File: config.mk
export PLATFORM = sky130hd
export DESIGN_NAME = mem_arbiter
export DESIGN_NICKNAME = d
export VERILOG_FILES = /design/src/rtl/mem_arbiter_pkg.sv /design/src/rtl/mem_arbiter.sv
export SDC_FILE = /design/constraint.sdc
export NUM_CORES = 1
export LEC_CHECK = 0
export ABC_AREA = 1
export CELL_PAD_IN_SITES_DETAIL_PLACEMENT = 0
export CELL_PAD_IN_SITES_GLOBAL_PLACEMENT = 1
export CORE_UTILIZATION = 28
export DETAILED_ROUTE_END_ITERATION = 16
export PLACE_DENSITY = 0.79
export SLEW_MARGIN = 10
export SYNTH_ARGS = -nofsm -noshare
export SYNTH_HDL_FRONTEND = slang
export SYNTH_SLANG_ARGS = --single-unit
File: constraint.sdc
create_clock -name clk -period 2.2 [get_ports clk]
set_clock_uncertainty 0.2 [all_clocks]
set_input_delay 0.44 -clock clk [delete_from_list [all_inputs] [get_ports clk]]
set_output_delay 0.44 -clock clk [all_outputs]
set_load 0.005 [all_outputs]
File: src/rtl/mem_arbiter_pkg.sv
// Shared types for the fetch / load-store memory arbiter.
package mem_arbiter_pkg;
  typedef enum logic [1:0] {
    IDLE    = 2'd0,
    IF_WAIT = 2'd1,
    LD_WAIT = 2'd2,
    ST_WAIT = 2'd3
  } arb_state_t;

  localparam int RD_W = 4;
endpackage

File: src/rtl/mem_arbiter.sv
// Two-requester single-outstanding memory arbiter; grant N -> mem_req N+1, ack M -> response pulse M+1.
// Grants only in IDLE without flush; MEM_ARB_RR_EN selects round-robin instead of load/store-first priority.
module mem_arbiter
  import mem_arbiter_pkg::*;
#(
  parameter int ADDR_W = 16,
  parameter int DATA_W = 32
) (
  input  logic                clk,
  input  logic                reset,
  input  logic                flush,
  input  logic                if_req,
  input  logic [ADDR_W-1:0]   if_addr,
  output logic                if_gnt,
  output logic                if_rvalid,
  output logic [DATA_W-1:0]   if_rdata,
  input  logic                ls_req,
  input  logic                ls_we,
  input  logic [ADDR_W-1:0]   ls_addr,
  input  logic [DATA_W-1:0]   ls_wdata,
  input  logic [DATA_W/8-1:0] ls_wstrb,
  input  logic [RD_W-1:0]     ls_rd,
  output logic                ls_gnt,
  output logic                ld_valid,
  output logic [RD_W-1:0]     ld_rd,
  output logic [DATA_W-1:0]   ld_data,
  output logic                mem_req,
  output logic                mem_we,
  output logic [ADDR_W-1:0]   mem_addr,
  output logic [DATA_W-1:0]   mem_wdata,
  output logic [DATA_W/8-1:0] mem_wstrb,
  input  logic                mem_ack,
  input  logic [DATA_W-1:0]   mem_rdata,
  output logic                busy
);
  localparam int STRB_W = DATA_W / 8;

  arb_state_t          r_state;
  logic                r_kill;
  logic                r_mem_req;
  logic                r_busy;
  logic                r_mem_we;
  logic [ADDR_W-1:0]   r_mem_addr;
  logic [DATA_W-1:0]   r_mem_wdata;
  logic [STRB_W-1:0]   r_mem_wstrb;
  logic [RD_W-1:0]     r_rd;
  logic                r_if_rvalid;
  logic [DATA_W-1:0]   r_if_rdata;
  logic                r_ld_valid;
  logic [RD_W-1:0]     r_ld_rd;
  logic [DATA_W-1:0]   r_ld_data;

  logic w_can_grant;
  logic w_if_gnt;
  logic w_ls_gnt;
  logic w_drop;

  assign w_can_grant = (r_state == IDLE) && !flush && !reset;

`ifdef MEM_ARB_RR_EN
  // r_last_ls = 0 means fetch won last, so load/store wins the next conflict.
  logic r_last_ls;

  assign w_ls_gnt = w_can_grant && ls_req && (!if_req || !r_last_ls);
  assign w_if_gnt = w_can_grant && if_req && (!ls_req || r_last_ls);

  always_ff @(posedge clk) begin
    if (reset) begin
      r_last_ls <= 1'b0;
    end else if (w_ls_gnt || w_if_gnt) begin
      r_last_ls <= w_ls_gnt;
    end
  end
`else
  assign w_ls_gnt = w_can_grant && ls_req;
  assign w_if_gnt = w_can_grant && if_req && !ls_req;
`endif

  // A flush coincident with the ack still kills that response.
  assign w_drop = r_kill || flush;

  always_ff @(posedge clk) begin
    if (reset) begin
      r_state     <= IDLE;
      r_kill      <= 1'b0;
      r_mem_req   <= 1'b0;
      r_busy      <= 1'b0;
      r_mem_we    <= 1'b0;
      r_mem_addr  <= '0;
      r_mem_wdata <= '0;
      r_mem_wstrb <= '0;
      r_rd        <= '0;
      r_if_rvalid <= 1'b0;
      r_if_rdata  <= '0;
      r_ld_valid  <= 1'b0;
      r_ld_rd     <= '0;
      r_ld_data   <= '0;
    end else begin
      r_if_rvalid <= 1'b0;
      r_ld_valid  <= 1'b0;
      case (r_state)
        IDLE: begin
          if (w_ls_gnt) begin
            r_mem_addr  <= ls_addr;
            r_mem_we    <= ls_we;
            r_mem_wdata <= ls_wdata;
            r_mem_wstrb <= ls_wstrb;
            r_rd        <= ls_rd;
            r_mem_req   <= 1'b1;
            r_busy      <= 1'b1;
            r_state     <= ls_we ? ST_WAIT : LD_WAIT;
          end else if (w_if_gnt) begin
            r_mem_addr  <= if_addr;
            r_mem_we    <= 1'b0;
            r_mem_wdata <= '0;
            r_mem_wstrb <= '0;
            r_mem_req   <= 1'b1;
            r_busy      <= 1'b1;
            r_state     <= IF_WAIT;
          end
        end
        IF_WAIT, LD_WAIT: begin
          if (mem_ack) begin
            r_state   <= IDLE;
            r_mem_req <= 1'b0;
            r_busy    <= 1'b0;
            r_kill    <= 1'b0;
            if (!w_drop && (r_state == IF_WAIT)) begin
              r_if_rvalid <= 1'b1;
              r_if_rdata  <= mem_rdata;
            end
            if (!w_drop && (r_state == LD_WAIT)) begin
              r_ld_valid <= 1'b1;
              r_ld_rd    <= r_rd;
              r_ld_data  <= mem_rdata;
            end
          end else if (flush) begin
            r_kill <= 1'b1;
          end
        end
        ST_WAIT: begin
          // Stores ignore flush entirely once granted.
          if (mem_ack) begin
            r_state   <= IDLE;
            r_mem_req <= 1'b0;
            r_busy    <= 1'b0;
            r_kill    <= 1'b0;
          end
        end
        default: r_state <= IDLE;
      endcase
    end
  end

  assign if_gnt    = w_if_gnt;
  assign ls_gnt    = w_ls_gnt;
  assign if_rvalid = r_if_rvalid;
  assign if_rdata  = r_if_rdata;
  assign ld_valid  = r_ld_valid;
  assign ld_rd     = r_ld_rd;
  assign ld_data   = r_ld_data;
  assign mem_req   = r_mem_req;
  assign mem_we    = r_mem_we;
  assign mem_addr  = r_mem_addr;
  assign mem_wdata = r_mem_wdata;
  assign mem_wstrb = r_mem_wstrb;
  assign busy      = r_busy;
endmodule
# Word level (Yosys, flattened, before mapping)

Cells that the tools add are included.

Flip-flop bits (word level): 131
Input port bits: 111

Equal/unequal tests: 7
Multiplexer cells: 22
Bitwise gates (word level): 2
Reduce and logical (&&, ||, !) cells: 24

Operator list:

| cell                                                                     | number |
|---|---|
| 32-bit 2-to-1 mux                                                        | 2 |
| 16-bit 2-to-1 mux                                                        | 2 |
| 1-bit 2-to-1 mux                                                         | 10 |
| 3-bit AND reduction                                                      | 3 |
| 4-bit 2-to-1 mux                                                         | 2 |
| 1-bit logical AND                                                        | 7 |
| 2-bit 2-to-1 mux                                                         | 3 |
| 3-bit inequality test (second input constant)                            | 2 |
| 2-bit AND reduction                                                      | 3 |
| 3-bit OR reduction                                                       | 2 |
| 2-bit == test (second input constant)                                    | 2 |
| 1-bit zero test                                                          | 4 |
| 1-bit one-hot mux with 2 select lines                                    | 2 |
| 2-bit one-hot mux with 2 select lines                                    | 1 |
| 2-bit nonzero test                                                       | 2 |
| 2-bit by 1-bit == test with 1-bit output (second input constant)         | 1 |
| 2-bit zero test                                                          | 1 |
| 2-bit by 1-bit inequality test with 1-bit output (second input constant) | 1 |
| 2-bit inequality test (second input constant)                            | 1 |
| 1-bit inverter                                                           | 2 |
| 2-bit OR reduction                                                       | 1 |
| 1-bit logical OR                                                         | 1 |

# Logic depth before layout (Yosys ltp)

Gate-level depths: netlist (run 1).

Depth after elaboration: 8
Depth in mapped cells: 10
Mapped depth without buffers: 8

# Worst setup path before layout (run 1)

OpenSTA, ideal clock, no wires.

Kind: register to output
Start point: reg r_state[0]
End point: out if_gnt
Arrival: 1199 ps
Required time: 1560 ps
Slack: 361 ps
Stages on the path, launching flop included: 8
Path buffers: 1
Cells stage by stage: dfxtp_1 > inv_1 > ha_1 > inv_1 > nor2_4 > nand3_1 > clkbuf_2 > nor2_1

Cells in the longest elaborated chain, start to end: 5

Ends and longest elaborated chain:

| item                           | RTL line           | text |
|---|---|---|
| start: declaration             | mem_arbiter.sv:38  | `arb_state_t r_state;` |
| start signal: assignment       | mem_arbiter.sv:111 | `r_state <= ls_we ? ST_WAIT : LD_WAIT;` |
| 2-bit zero test                | mem_arbiter.sv:58  | `assign w_can_grant = (r_state == IDLE) && !flush && !reset;` |
| 1-bit logical AND (2 in a row) | mem_arbiter.sv:58  |  |
| 1-bit logical AND (2 in a row) | mem_arbiter.sv:76  | `assign w_if_gnt = w_can_grant && if_req && !ls_req;` |
| end: declaration               | mem_arbiter.sv:14  | `output logic if_gnt,` |

Every way passes these cells.

# Final worst setup path (run 1)

Start point: reg r_state[1]
End point: out ls_gnt

Cells in the longest elaborated chain, start to end: 4

Ends and longest elaborated chain:

| item                           | RTL line          | text |
|---|---|---|
| 2-bit zero test                | mem_arbiter.sv:58 |  |
| 1-bit logical AND (2 in a row) | mem_arbiter.sv:58 |  |
| 1-bit logical AND              | mem_arbiter.sv:75 | `assign w_ls_gnt = w_can_grant && ls_req;` |
| end: declaration               | mem_arbiter.sv:23 | `output logic ls_gnt,` |

Every way passes these cells.

==> metrics.md, run 1 <==
| Metric | Value |
|---|---|
| CP max FO | 3 |
| Antenna violations before repair | 0 |
| Cell area after layout | about 8200 um^2 |
| Post-synthesis cell type count | 21 |
| Setup CP Type | register to primary output |
| Clk sink count | 131 |
| Min Tclk post-route | approximately 2100 ps |
| Final Non-Filler Cells | 1108 |
| Status | complete, no violations |
| NetSw | 1410 uW |
| GRT Util Overall | about 17% |
| Nets | 990 |
| Dpl hpwl | 10300 um |
| Sw Share | roughly 23% |
| Largest net degree at the start of global routing | 55 |
| Reg power frac | between 40% and 50% |
| Power per cell area | 740 nW/um^2 |
| Die height | ~130 um |
| Synthesized area | ~5000 um^2 |
| Worst setup EP type | primary output |
| Port bufs | around 240 |
| Vias in the first global route | between 4000 and 5000 |
| RSZ-0062 raised after global routing | false |
| Final setup fails | 0 |
| Area Growth Syn to Fin | 68.8% |
| Post-synth EDFFs | 0 |
| Async set-or-reset flop fraction in the synthesized netlist | 0% |
| Most common library cells after synthesis | nor2_1 (148), dfxtp_1 (131), nand2_1 (126) |
| Logic pwr share | a little over a tenth |
| # IOs | 238 |
| Area leader, netlist | dfxtp_1 |
| Antenna Cells | 0 |
| Largest cells by area after synthesis | dfxtp_1 (54%), nor2_1 (11%), nand2_1 (9.7%), o21ai_0 (9.2%), a21oi_1 (3.3%) |
| Vias per cell | ~4.4 |
| Relative slew slack | 64.8% |
| CTS Root Cell | clkbuf_16 |
| Max-slew violations | 0 |
| Synth Instances | ~630 |
| Setup bufs post-CTS | 0 |
| Die width | about 130 um |
| Critical Path Source Type | register |
| Std cell rows | between 40 and 50 |
| DR DRC count | 0 |
| Synth Flop Type | dfxtp_1 |
| Multi-input gate area | 1920 um^2 |
| Routability cong. | ~0.8 |
| Worst EP arrival | about 1500 ps |
| Max IR drop VDD | between 500 and 600 uV |
| Synth warn | 0 |
| Post-synth top area share | roughly 54% |
| Clock transition at path regs | 50 ps |
| # fillers | ~1700 |
| Internal power | ~4700 uW |
| Synthesized Nets | around 750 |
| Leak Pwr | 0.00320 uW |
| Share of cells above drive strength 1 | 8.67% |
| Final ANT Viol Nets | 0 |
| Worst-margin pin slew | 528 ps |
| Maximum root-to-sink buffer count | 2 |
| Final hold vios | 0 |
| Hold Crit Class | register to register |
| Cts hold-fix bufs | 0 |
| CP required | between 1500 and 2000 ps |
| Fmax | 0.476 GHz |
| Initial drt markers | 159 |
| Post-route clock period utilization | 95.5% |
| Placed cells | approximately 1100 |
| H-Tree Depth | 4 |
| Initial Util | 29.0% |
| Worst skew pair latency | between 400 and 500 ps |
| CTS tree | yes |
| Max_cap viols | 0 |
| Vias | slightly below 5000 |
| Core box area | 16800 um^2 |
| Register area share after synthesis | about 54% |
| CTS resizes | 19 |
| Syn_area_per_cell | ~7.7 um^2 |
| Clk network pwr share | about half |
| Drt wl/cell | approximately 13 um |
| DRT Pass-1 Iters | 6 |
| First-pass GRT wire length | 23700 um |
| Total Wirelength | 14900 um |
| Total gr overflow | 0 |
| Seq cells post-synth | about 130 |
| Post-placement cell area | 7570 um^2 |
| Most frequent cell after synthesis | nor2_1 |
| Die area | 17900 um^2 |
| Sequential Area | between 2000 and 3000 um^2 |
| Num CTS Buffers | 17 |
-- power groups by stage --
| stage | Clock, uW | Combinational, uW | Sequential (uW) |
|---|---|---|---|
| floorplan | 0 | 222 | 2540 |
| global placement | 0 | 649 | 2530 |
| detailed placement | 0 | 647 | 2540 |
| CTS | 3020 | 658 | 2480 |
| global route | 3120 | 721 | 2490 |
| finish | 2940 | 650 | 2480 |
-- final timing paths --
| check | from | end | slack (ps) | depth (start not counted) |
|---|---|---|---|---|
| worst min register to register | mem_wstrb[1] | mem_wstrb[1] | 260 | 2 |
| worst max register to register | r_state[1] | mem_wdata[25] | 320 | 11 |
| worst min-delay path | mem_wstrb[1] | mem_wstrb[1] | 260 | 2 |
| worst max-delay path | r_state[1] | ls_gnt | 100 | 8 |
-- area by class of cell --
cell class | count | area share (%)
multi-input cells | 434 | 23.4
well taps | 220 | 3.36
inverters | 26 | 1.25
repair buffers | 265 | 32.5
clock inverters | 14 | 2.12
clock buffers | 18 | 5.36
flip-flops and latches | 131 | 32.0
-- layout by cell type, fill, tap and decap left out, types with 2 or more instances in the layout --
master           instances
nand2_1                126
buf_2                    2
a21oi_1                 32
buf_4                   20
dfxtp_1                129
nand3_1                 28
o21ai_0                 89
inv_1                   19
inv_2                    5
inv_4                    2
ha_1                     3
inv_6                    4
dfxtp_2                  2
bufinv_16                3
clkinvlp_4               3
clkbuf_16               17
clkinv_2                 3
nor2_1                 147
clkdlybuf4s50_1        235
buf_12                   7
-- critical path, stage by stage, from the launching register on --
cell     delay (ps)
dfxtp_2         320
inv_2            70
ha_4            130
inv_2            50
nor2_4          130
buf_6           110
nand3_4          60
inv_4            70
buf_2           100
-- state kept, by name (all words and copies together), names as in the netlist --
register / cells
busy: 1
if_rdata: 32
if_rvalid: 1
ld_data: 32
ld_rd: 4
ld_valid: 1
mem_addr: 16
mem_wdata: 32
mem_we: 1
mem_wstrb: 4
r_kill: 1
r_rd: 4
r_state: 2
-- through the flow --
step / hold WS (ps) / util [%] / power [uW] / setup TNS (ps) / worst slack (ps)
2_1_floorplan: 250 / - / 2760 / 0 / 361
3_3_place_gp: 247 / 45.2 / 3180 / -7170 / -256
3_5_place_dp: 255 / 45.2 / 3180 / -8930 / -262
4_1_cts: 263 / 48.9 / 6160 / 0 / 65.6
5_1_grt: 279 / 48.9 / 6330 / 0 / 0.897
6_report: 258 / 48.9 / 6070 / 0 / 99.7
-- cell families after synthesis --
| logic type | count (synthesis) | synth area share, % |
|---|---|---|
| flops | 131 | 54.0 |
| compound gates | 124 | 13.0 |
| simple gates | 306 | 24.9 |
| buf+inv | 69 | 7.08 |
| fa+ha+maj | 4 | 1.03 |
-- layer usage --
metal  wire length, um  up-vias  GRT usage [%]
li1                  -     2503              -
met1              6520     2151           19.9
met2              6690      191           27.3
met3              1520        8           7.84
met4               150        0           5.87
met5                 0        -              0
Power figures use the tool's default switching activity.
==> inputs of run 2 (changes only) <==
--- a/config.mk
+++ b/config.mk
@@ -8,9 +8,10 @@
 export ABC_AREA = 1
 export CELL_PAD_IN_SITES_DETAIL_PLACEMENT = 0
 export CELL_PAD_IN_SITES_GLOBAL_PLACEMENT = 1
-export CORE_UTILIZATION = 28
+export CORE_UTILIZATION = 30
 export DETAILED_ROUTE_END_ITERATION = 16
-export PLACE_DENSITY = 0.79
+export PLACE_DENSITY = 0.84
+export SKIP_CTS_REPAIR_TIMING = 1
 export SLEW_MARGIN = 10
 export SYNTH_ARGS = -nofsm -noshare
 export SYNTH_HDL_FRONTEND = slang
==> constraint.sdc (replaced) <==
create_clock -name clk -period 2.6 [get_ports clk]
set_clock_uncertainty 0.2 [all_clocks]
set_input_delay 0.52 -clock clk [delete_from_list [all_inputs] [get_ports clk]]
set_output_delay 0.52 -clock clk [all_outputs]
set_load 0.005 [all_outputs]
==> run 2 against run 1 <==
Net effect:
- the run now ends with negative setup slack left
- hold slack gained 0.64 ps
- cell count shrank 1.3%
- non-clock buffer count shrank 10
- power shrank 15%
- sequential cell count is the same
- combinational power shrank 18%
- routed wire length shrank 3.8%
- setup slack lost 120 ps
- utilization grew 2.1 points
- largest power group unchanged
- highest routed layer unchanged
==> metrics.md, run 2 (synthesized netlist as in run 1, its figures left out) <==
| Metric | Value |
|---|---|
| Status | finished, violations left |
| Failing checks | negative setup slack |
| CP max FO | 4 (+1) |
| CP required | 1880 ps (+320 ps) |
| Internal power | 4050 uW (-13%) |
| Clk network pwr share | 49.1% (+0.7 points) |
| Relative slew slack | 60.2% (-4.7 points) |
| Max-slew violations | 0 (unchanged) |
| DRT Pass-1 Iters | 4 (-2) |
| Final setup fails | 1 (+1) |
| Vias in the first global route | 4460 (-5.6%) |
| Antenna violations before repair | 0 (unchanged) |
| CP max-delay cell | clkdlybuf4s50_1 |
| Share of cells above drive strength 1 | 6.95% (-1.7 points) |
| Final hold vios | 0 (unchanged) |
| Std cell rows | 46 (-2.1%) |
| Logic pwr share | 10.3% (-0.4 points) |
| Die height | 129 um (-3.3%) |
| First-pass GRT wire length | 22300 um (-6.1%) |
| Sequential Area | 2630 um^2 (unchanged) |
| Setup CP Type | register to primary output |
| Reg power frac | 40.6% (-0.3 points) |
| Die area | 16700 um^2 (-6.6%) |
| Total Wirelength | 14300 um (-3.8%) |
| Sw Share | 21.8% (-1.4 points) |
| Fmax | 0.381 GHz |
| DR DRC count | 0 (unchanged) |
| Max IR drop VDD | 415 uV (-17%) |
| Fin worst setup slack | -24.8 ps (-125 ps) |
| Max_cap viols | 0 (unchanged) |
| Worst skew pair latency | 410 ps (about the same) |
| RSZ-0062 raised after global routing | true |
| Vias | 4763 (-1.9%) |
| NetSw | 1130 uW (-20%) |
| Drt wl/cell | 13.1 um (-2.6%) |
| Most frequent cells in the layout | clkdlybuf4s50_1 (236), nor2_1 (148), dfxtp_1 (129) |
| Leak Pwr | 0.00314 uW (-1.7%) |
| Num CTS Buffers | 17 (unchanged) |
| H-Tree Depth | 4 (unchanged) |
| # IOs | 238 (unchanged) |
| Port bufs | 237 (unchanged) |
| CTS tree | yes |
| Post-route clock period utilization | 101% |
| Initial drt markers | 170 (+6.9%) |
| Clk sink count | 131 (unchanged) |
| Largest net degree at the start of global routing | 60 (+9.1%) |
| Worst-margin pin slew | 598 ps (+70.2 ps) |
| Core box area | 15800 um^2 (-5.6%) |
| Worst setup EP type | primary output |
| CTS Root Cell | clkbuf_16 |
| Routability cong. | 0.721 (-11%) |
| Clock transition at path regs | 60 ps (about the same) |
| Most common cell after layout, fill and taps aside | clkdlybuf4s50_1 |
| Area Growth Syn to Fin | 66.4% |
| Cell area after layout | 8080 um^2 (-1.4%) |
| WP buf/inv | 5 (unchanged) |
| Antenna Cells | 0 (unchanged) |
| Post-placement cell area | 7440 um^2 (-1.7%) |
| Min Tclk post-route | between 2000 and 3000 ps |
| Dpl hpwl | 9760 um (-5.1%) |
| Power per cell area | 641 nW/um^2 (-13%) |
| Maximum root-to-sink buffer count | 2 (unchanged) |
| Worst EP arrival | 1900 ps (+440 ps) |
| Total gr overflow | 0 (unchanged) |
| Die width | 129 um (-3.3%) |
| Top Family by Delay on Critical Path | buffers and inverters |
| Worst path most repeated cell | inv_2 |
| Vias per cell | 4.35 (-0.60%) |
| Multi-input gate area | 1900 um^2 (-0.91%) |
| CP peak stage delay | 490 ps (+170 ps) |
| Critical Path Source Type | register |
| Initial Util | 30.7% (+1.7 points) |
| Worst hold slack | 259 ps (+0.638 ps) |
| Final ANT Viol Nets | 0 (unchanged) |
| Nets | 980 (-1.0%) |
| GRT Util Overall | 17.3% (+0.26 points) |
| # fillers | 1555 (-9.3%) |
| Hold Crit Class | register to register |
| Worst-path cell chain | inv_2, ha_2, inv_2, nor2_4, buf_4, nand3_4, inv_4, clkdlybuf4s50_1 |
[run 2: changes by cell type in the layout (fill, tap and decap cells not counted), sizes merged]
cell / change
buf: -12
clkbuf: +3
inv: -3
bufinv: +1
clkdlybuf4s50: +1
clkinv: -1
dlymetal6s2s: +1
[run 2: final timing paths]
path | startpoint | endpoint | slack (ps) | cells after the start
setup reg to reg | r_state[1] | mem_addr[14] | 530 | 10
setup / recovery | r_state[1] | ls_gnt | -20 | 8
hold / removal | mem_wdata[29] | mem_wdata[29] | 260 | 2
hold reg to reg | mem_wdata[29] | mem_wdata[29] | 260 | 2
[run 2: cell type report]
cell class                 instances  area share, %
multi-input combinational        434           23.5
tap                              216           3.34
inverter                          26           1.27
clock buffer                      21           5.70
clock inverter                    11           2.15
sequential                       131           32.5
timing repair buffer             255           31.5
[run 2: worst register-to-register path: cells and delay by family (launching register included)]
family                   cells  cell delay, ps
flip-flops                   1             340
AO/OA/AOI/OAI                1             170
buffers and inverters        5             810
adder cells (fa/ha/maj)      1             170
AND/OR/NAND/NOR              3             300
[run 2: stage by stage]
| step | instances | utilization [%] | setup TNS (ps) | worst slack [ps] | power, uW |
|---|---|---|---|---|---|
| 2_1_floorplan | 634 | - | 0 | 640 | 2340 |
| 3_3_place_gp | 1062 | 47.0 | 0 | 1.20 | 2680 |
| 3_5_place_dp | 1062 | 47.0 | -36.5 | -23.1 | 2680 |
| 4_1_cts | 1094 | 51.0 | -210 | -109 | 5250 |
| 5_1_grt | 1094 | 51.1 | -132 | -132 | 5410 |
| 6_report | 1094 | 51.1 | -24.8 | -24.8 | 5180 |
[run 2: metal layers]
| layer | share of wire [%] | vias to the layer above | wire length, um | global-route usage [%] |
|---|---|---|---|---|
| li1 | - | 2484 | - | - |
| met4 | 0.85 | 0 | 121 | 4.98 |
| met3 | 11 | 10 | 1540 | 8.51 |
| met1 | 44 | 2101 | 6320 | 20.5 |
| met2 | 44 | 168 | 6330 | 27.5 |
| met5 | 0 | - | 0 | 0 |
[run 2: power by group through the flow]
| stage | Clock, uW | Combinational (uW) | Sequential (uW) |
|---|---|---|---|
| floorplan | 0 | 188 | 2150 |
| global placement | 0 | 535 | 2140 |
| detailed placement | 0 | 537 | 2150 |
| CTS | 2610 | 540 | 2100 |
| global route | 2710 | 590 | 2110 |
| finish | 2540 | 535 | 2100 |
==> inputs of run 3 (changes only) <==
--- a/config.mk
+++ b/config.mk
@@ -10,6 +10,7 @@
 export CELL_PAD_IN_SITES_GLOBAL_PLACEMENT = 1
 export CORE_UTILIZATION = 30
 export DETAILED_ROUTE_END_ITERATION = 16
+export MAX_ROUTING_LAYER = met4
 export PLACE_DENSITY = 0.84
 export SKIP_CTS_REPAIR_TIMING = 1
 export SLEW_MARGIN = 10
==> run 3 against run 2 <==
Net effect:
- the run still ends with negative setup slack left
- clock-buffer cell count is the same
- sequential cell count is the same
- critical path depth is the same
- global-route usage grew 0.55 points
- largest power group unchanged
- clock power is essentially flat
- fmax shrank 0.25%
- final area is the same
- routed wire length is essentially flat
- cell count is the same
- non-clock buffer count is the same
- critical path type unchanged
- first-iteration DRC count grew 1.2%
==> metrics.md, run 3 (synthesized netlist as in run 1, its figures left out) <==
| Metric | Value |
|---|---|
| Critical Path Source Type | register |
| Status | finished, violations left |
| Antenna Cells | 0 (unchanged) |
| Die area | 16700 um^2 (unchanged) |
| Final hold vios | 0 (unchanged) |
| Relative slew slack | 60.3% (+0.11 points) |
| Final setup fails | 1 (unchanged) |
| Max-slew violations | 0 (unchanged) |
| Most frequent cells in the layout | clkdlybuf4s50_1 (236), nor2_1 (148), dfxtp_1 (129) |
| Clk sink count | 131 (unchanged) |
| Nets | 980 (unchanged) |
| Worst setup EP type | primary output |
| Die height | 129 um (unchanged) |
| Setup CP Type | register to primary output |
| TNS Setup | -31.3 ps (-6.46 ps) |
| Failing checks | negative setup slack |
| Initial drt markers | 172 (+1.2%) |
| Share of cells above drive strength 1 | 6.95% (unchanged) |
| Clock transition at path regs | 60 ps (about the same) |
| Drt wl/cell | 13.1 um (about the same) |
| Vias per cell | 4.38 (+0.55%) |
| CP max FO | 4 (unchanged) |
| DRT Pass-1 Iters | 4 (unchanged) |
| Maximum root-to-sink buffer count | 2 (unchanged) |
| Worst-margin pin slew | 596 ps (-1.60 ps) |
| Core box area | 15800 um^2 (unchanged) |
| Routability cong. | 0.730 (+1.2%) |
| Post-route clock period utilization | 101% (+0.25 points) |
| CTS tree | yes |
| GRT Util Overall | 17.8% (+0.55 points) |
| Num CTS Buffers | 17 (unchanged) |
| Worst EP arrival | 1910 ps (about the same) |
| Met2 Usage GRT | 27.6% (+0.063 points) |
| Antenna violations before repair | 0 (unchanged) |
| Port bufs | 237 (unchanged) |
| Final ANT Viol Nets | 0 (unchanged) |
| Worst hold slack | 257 ps (-1.47 ps) |
| Fin worst setup slack | -31.3 ps (-6.46 ps) |
| Std cell rows | 46 (unchanged) |
| Min Tclk post-route | 2630 ps (+6.46 ps) |
| # fillers | 1555 (unchanged) |
| Fmax | 0.380 GHz (-0.25%) |
| Max_cap viols | 0 (unchanged) |
| DR DRC count | 0 (unchanged) |
| Final core utilization | 51.1% (unchanged) |
| R2r setup slk | 530 ps (about the same) |
| Vias in the first global route | 4467 (+0.16%) |
| Area Growth Syn to Fin | 66.4% (unchanged) |
| Dpl hpwl | 9760 um (unchanged) |
| Die width | 129 um (unchanged) |
| Leak Pwr | 0.00314 uW (unchanged) |
| Pre-CTS WS | -23.1 ps (unchanged) |
| # IOs | 238 (unchanged) |
| H-Tree Depth | 4 (unchanged) |
| Total gr overflow | 0 (unchanged) |
| Total Wirelength | 14300 um (about the same) |
| Initial Util | 30.7% (unchanged) |
| Vias | 4789 (+0.55%) |
| Post-placement cell area | 7440 um^2 (unchanged) |
| First-pass GRT wire length | 22200 um (-0.28%) |
| Cell area after layout | 8080 um^2 (unchanged) |
| Largest net degree at the start of global routing | 60 (unchanged) |
| RSZ-0062 raised after global routing | true |
| CTS Root Cell | clkbuf_16 |
| Power per cell area | 641 nW/um^2 (about the same) |
| Worst skew pair latency | 410 ps (about the same) |
| CP required | 1880 ps (about the same) |
| Max IR drop VDD | 415 uV (about the same) |
| Busiest layer in global routing | met2 |
| Met1 usage | 21.4% (+0.90 points) |
| Most common cell after layout, fill and taps aside | clkdlybuf4s50_1 |
| Hold Crit Class | register to register |
| Met3 Usage GRT | 7.02% (-1.5 points) |
[run 3: cell counts in the layout (fill, tap and decap cells not counted)]
No cell type changed its count.
[run 3: layer usage]
| layer | wire length (um) | share of wire (%) | vias up |
|---|---|---|---|
| met5 | 0 | 0 | - |
| met4 | 91 | 0.64 | 0 |
| met3 | 1370 | 9.5 | 7 |
| met2 | 6400 | 45 | 176 |
| met1 | 6460 | 45 | 2122 |
| li1 | - | - | 2484 |
[run 3: area by class of cell]
class                   count  area (um^2)  share of cell area [%]
repair buffers            255         2550                    31.5
multi-input cells         434         1900                    23.5
clock buffers              21          460                    5.70
clock inverters            11          174                    2.15
flip-flops and latches    131         2630                    32.5
inverters                  26          103                    1.27
well taps                 216          270                    3.34
[run 3: through the flow]
stage / instances / power (uW)
final: 1094 / 5180
after global placement: 1062 / 2680
after global routing: 1094 / 5410
after floorplan: 634 / 2340
after CTS: 1094 / 5250
after detailed placement: 1062 / 2680
[run 3: power by group]
| group | internal (uW) | leakage [uW] | switching, uW |
|---|---|---|---|
| Clock | 1660 | 0.000300 | 880 |
| Combinational | 317 | 0.00178 | 218 |
| Sequential | 2070 | 0.00106 | 32.3 |
[run 3: worst paths after layout]
path / start / endpoint / cells past startpoint
min: mem_wstrb[0] / mem_wstrb[0] / 2
max: r_state[1] / ls_gnt / 8
min reg2reg: mem_wstrb[0] / mem_wstrb[0] / 2
max reg2reg: r_state[1] / mem_addr[14] / 10
[run 3: worst max-delay path, stage by stage, from the launching register on]
cell	delay [ps]
dfxtp_2	340
inv_2	60
ha_2	170
inv_2	50
nor2_4	130
buf_4	130
nand3_4	60
inv_4	70
clkdlybuf4s50_1	490
